`config.mk`:
```
export PLATFORM = sky130hd
export DESIGN_NAME = pow2_accum
export DESIGN_NICKNAME = d
export VERILOG_FILES = /design/src/rtl/pow2_accum.sv
export SDC_FILE = /design/constraint.sdc
export NUM_CORES = 1
export LEC_CHECK = 0
export ABC_AREA = 1
export CELL_PAD_IN_SITES_DETAIL_PLACEMENT = 0
export CELL_PAD_IN_SITES_GLOBAL_PLACEMENT = 2
export CORE_UTILIZATION = 24
export CTS_CLUSTER_SIZE = 25
export DETAILED_ROUTE_END_ITERATION = 6
export PLACE_DENSITY_LB_ADDON = 0.1
export SLEW_MARGIN = 30
export SYNTH_ARGS = -nofsm -noshare
export SYNTH_HDL_FRONTEND = slang
export SYNTH_SLANG_ARGS = --single-unit
```
`constraint.sdc`:
```
create_clock -name clk_i -period 2.9 [get_ports clk_i]
set_clock_uncertainty 0.1 [all_clocks]
set_input_delay 0.58 -clock clk_i [delete_from_list [all_inputs] [get_ports clk_i]]
set_output_delay 0.58 -clock clk_i [all_outputs]
set_load 0.02 [all_outputs]
```
`src/rtl/pow2_accum.sv`:
```
// pow2_accum: saturating sum of els_p pow2 results over valid/yumi, presented with a sticky overflow flag.
// Define POW2_ACCUM_OVERLAP_EN to accept the next group's first datum while the finished sum drains.
module pow2_accum #(
  parameter int width_p = 32,
  parameter int els_p   = 4
) (
  input  logic               clk_i,
  input  logic               reset_n_i,
  input  logic               v_i,
  input  logic [width_p-1:0] data_i,
  output logic               yumi_o,
  output logic               v_o,
  output logic [width_p-1:0] data_o,
  output logic               ovf_o,
  output logic [7:0]         cnt_o,
  input  logic               yumi_i
);
  typedef enum logic {ACCUM, DONE} state_e;
  localparam logic [7:0] last_lp = 8'(els_p - 1);
  state_e             r_state, w_state_n;
  logic [width_p-1:0] r_sum, w_sum_n;
  logic [7:0]         r_cnt, w_cnt_n;
  logic               r_ovf, w_ovf_n;
  logic [width_p:0]   w_add;
  logic               w_done_take;
  assign w_add = {1'b0, r_sum} + {1'b0, data_i};
`ifdef POW2_ACCUM_OVERLAP_EN
  assign w_done_take = v_i & yumi_i;
`else
  assign w_done_take = 1'b0;
`endif
  always_ff @(posedge clk_i or negedge reset_n_i)
    if (!reset_n_i) begin
      r_state <= ACCUM;
      r_sum   <= '0;
      r_cnt   <= '0;
      r_ovf   <= 1'b0;
    end else begin
      r_state <= w_state_n;
      r_sum   <= w_sum_n;
      r_cnt   <= w_cnt_n;
      r_ovf   <= w_ovf_n;
    end
  always_comb begin
    w_state_n = r_state;
    w_sum_n   = r_sum;
    w_cnt_n   = r_cnt;
    w_ovf_n   = r_ovf;
    if (r_state == ACCUM) begin
      if (v_i) begin
        w_sum_n = w_add[width_p] ? '1 : w_add[width_p-1:0];
        w_ovf_n = r_ovf | w_add[width_p];
        w_cnt_n = r_cnt + 8'd1;
        w_state_n = (r_cnt == last_lp) ? DONE : ACCUM;
      end
    end else if (yumi_i) begin
      // A datum taken alongside the drain seeds the next group
      w_sum_n   = w_done_take ? data_i : '0;
      w_cnt_n   = {7'd0, w_done_take};
      w_ovf_n   = 1'b0;
      w_state_n = ACCUM;
    end
  end
  assign v_o    = (r_state == DONE);
  assign data_o = v_o ? r_sum : '0;
  assign ovf_o  = v_o & r_ovf;
  assign cnt_o  = r_cnt;
  assign yumi_o = reset_n_i & (v_o ? w_done_take : v_i);
endmodule

```
==> results.json, run 1 <==
{
  "drive_gt1_frac": 0.0667,
  "overflow": 0,
  "crit_start": "data_i[0]",
  "finalPower_mw": 5.92,
  "crit_arrival_ps": 2680,
  "first_iter_violations": 222,
  "critPathLaunchType": "input port",
  "cts_tree": "built",
  "ctsRootBufferMaster": "clkbuf_16",
  "rsz0062_at_grt": "false",
  "hold_buffers": 0,
  "vias_per_cell": 4.19,
  "grt_use_total": 0.169,
  "core_um2": 18800,
  "ant_nets": 0,
  "cts.path.max_buffers": 2,
  "design.die.area_um2": 19900,
  "clock-sinks": 42,
  "synth_top_area_frac": 0.287,
  "final_cell_area_um2": 5950,
  "layout_common_cells": "355 x nand2_1, 167 x inv_1, 77 x clkdlybuf4s50_1",
  "ys_top_cells_by_area": "nand2_1 29%, dfrtp_1 23%, inv_1 14%",
  "rrSetupSlack_ps": 580,
  "place_hpwl_um": 13200,
  "placed_area_um2": 5800,
  "finalCritPeriodShare": 0.900,
  "syn_area_um2": 4640,
  "nets": 968,
  "r2r_cells": 12,
  "initial_core_util": 0.246,
  "syn_inst": 808,
  "seq_area_frac_synth": 0.227,
  "numCtsBuffers": 5,
  "period_minus_slack_ps": 2610,
  "area_growth_pct": 28.3,
  "wl_um": 15900,
  "syn_area_per_cell_um2": 5.74,
  "synth.distinct_cells": 36,
  "fmax_mhz": 383,
  "gp_congestion": 0.803,
  "final_common_cell": "nand2_1",
  "min_path_type": "input port to async pin",
  "syn_nets": 878,
  "synth-seq-cells": 42,
  "r2r-end": "r_sum[4]",
  "worstSkewPairLatency_ps": 300,
  "worstPathRequired_ps": 2970,
  "h-tree-depth": 2,
  "tightest_slew_ps": 621,
  "status": "completed",
  "die_w_um": 141,
  "num_rows": 50,
  "report.final.hold_viol_count": 0,
  "pin_count": 79,
  "grt_max_degree": 43,
  "die-height_um": 141,
  "criticalPathCategory": "input port to flop",
  "ir_worst_vdd_v": 0.000270,
  "cts.repair.resized": 0,
  "diodes": 0,
  "route.detailed.drc": 0,
  "grt_pass1_vias": 4890,
  "yosys.area.top_type": "nand2_1",
  "worstSetupEndpointType": "flop",
  "setup_ws_ps": 291,
  "slew_headroom": 0.586,
  "avgRoutedWirePerCell_um": 13.7,
  "clk_pin_slew_ps": 70,
  "synth_warnings": 0,
  "first_pass_iters": 4,
  "drv_slew": 0,
  "cap_viol_max_count": 0,
  "grt_pass1_wl_um": 25900,
  "place_ws_ps": -47.3,
  "antenna_found_initial": 0,
  "vias": 4862,
  "setup_viol": 0,
  "leakage_nw": 3.53,
  "p_per_area_nw_per_um2": 995,
  "portBuffers": 78,
  "rr_startpoint": "r_sum[0]",
  "cts_setup_buffers": 0,
  "worst-path-max-fanout": 20
}
worst max-delay path, stage by stage:
cell and delay, ps:
clkdlybuf4s50_1 400, ha_1 220, fa_1 430, nand3_1 120
nand3_2 70, nand2_1 70, nand2_1 60, nand2_1 70
nand2_2 60, nand2_2 90, nand2_4 70, nand2_4 280
o211ai_2 130
where the power goes:
part	switching (mW)	internal, mW
clock	0.285	0.325
combinational	2.62	1.53
sequential	0.288	0.880
total	3.19	2.73
state kept, by name, indices dropped and copies added (netlist names):
signal and cells:
r_ovf 1, cnt_o 8, v_o 1, r_sum 32
layout make-up:
type | instances | area, µm²
fill | 2156 | 12900
multi-input combinational | 583 | 2870
sequential | 42 | 1050
timing repair buffer | 98 | 926
inverter | 168 | 631
tap | 260 | 325
clock buffer | 5 | 125
clock inverter | 3 | 25.0
cells in the mapped netlist:
library cell,instances
dfrtp_1,42
nor3b_1,1
inv_2,1
ha_1,33
nor2_2,1
a21boi_1,7
and2_1,4
buf_6,3
o21ai_0,8
nand2_2,3
nor3_2,1
nand3_1,48
a22o_1,1
nor3_1,7
nand3b_1,3
buf_2,5
clkbuf_1,6
nor2_1,44
nor4_1,1
nand4_1,1
o21bai_1,3
nand3_2,10
fa_1,1
o21ai_1,1
inv_1,167
clkbuf_4,1
a21o_1,1
a21oi_1,30
nand2_1,355
a21boi_2,3
nor4_2,1
and3_1,1
nand2_4,2
o211ai_2,3
a21boi_0,3
or2_2,6
cell families (layout without fill, tap and decap cells):
family | Yosys count | after routing | synth area share
adders and majority gates | 34 | 34 | 0.0933
buffers and inverters | 183 | 274 | 0.155
AOI/OAI and AO/OA | 60 | 60 | 0.0820
and+or+nand+nor | 489 | 489 | 0.443
DFF | 42 | 42 | 0.227
per-layer routing:
layer | vias to the layer above | track usage | part of all wire
met1 | 2165 | 0.225 | 0.49
met5 | - | 0 | 0
met3 | 11 | 0.0214 | 0.032
li1 | 2612 | - | -
met4 | 0 | 0.0395 | 0.012
met2 | 74 | 0.290 | 0.47
worst max-delay path by stage:
stage / end / depth (start not counted)
after CTS: r_sum[4] / 13
final: r_sum[4] / 13
after detailed placement: r_sum[4] / 13
after global routing: r_sum[6] / 13
after global placement: r_sum[10] / 13
after floorplan: r_sum[21] / 13
metrics by stage:
| stage | setup TNS [ps] | std cells | hold slack [ps] | util |
|---|---|---|---|---|
| 2_1_floorplan | 0 | 808 | 184 | - |
| 3_3_place_gp | -189 | 1151 | 385 | 0.308 |
| 3_5_place_dp | -474 | 1151 | 380 | 0.308 |
| 4_1_cts | 0 | 1159 | 369 | 0.316 |
| 5_1_grt | 0 | 1159 | 386 | 0.316 |
| 6_report | 0 | 1159 | 333 | 0.316 |
Note: power is estimated with default switching activity, not from simulation.
==> run 2, diff against run 1 <==
Settings changed: CTS_CLUSTER_DIAMETER set to 200, CTS_CLUSTER_SIZE 25 to 30.
==> results of run 2 <==
No change in the layout: final DEF, timing and power equal those of run 1.
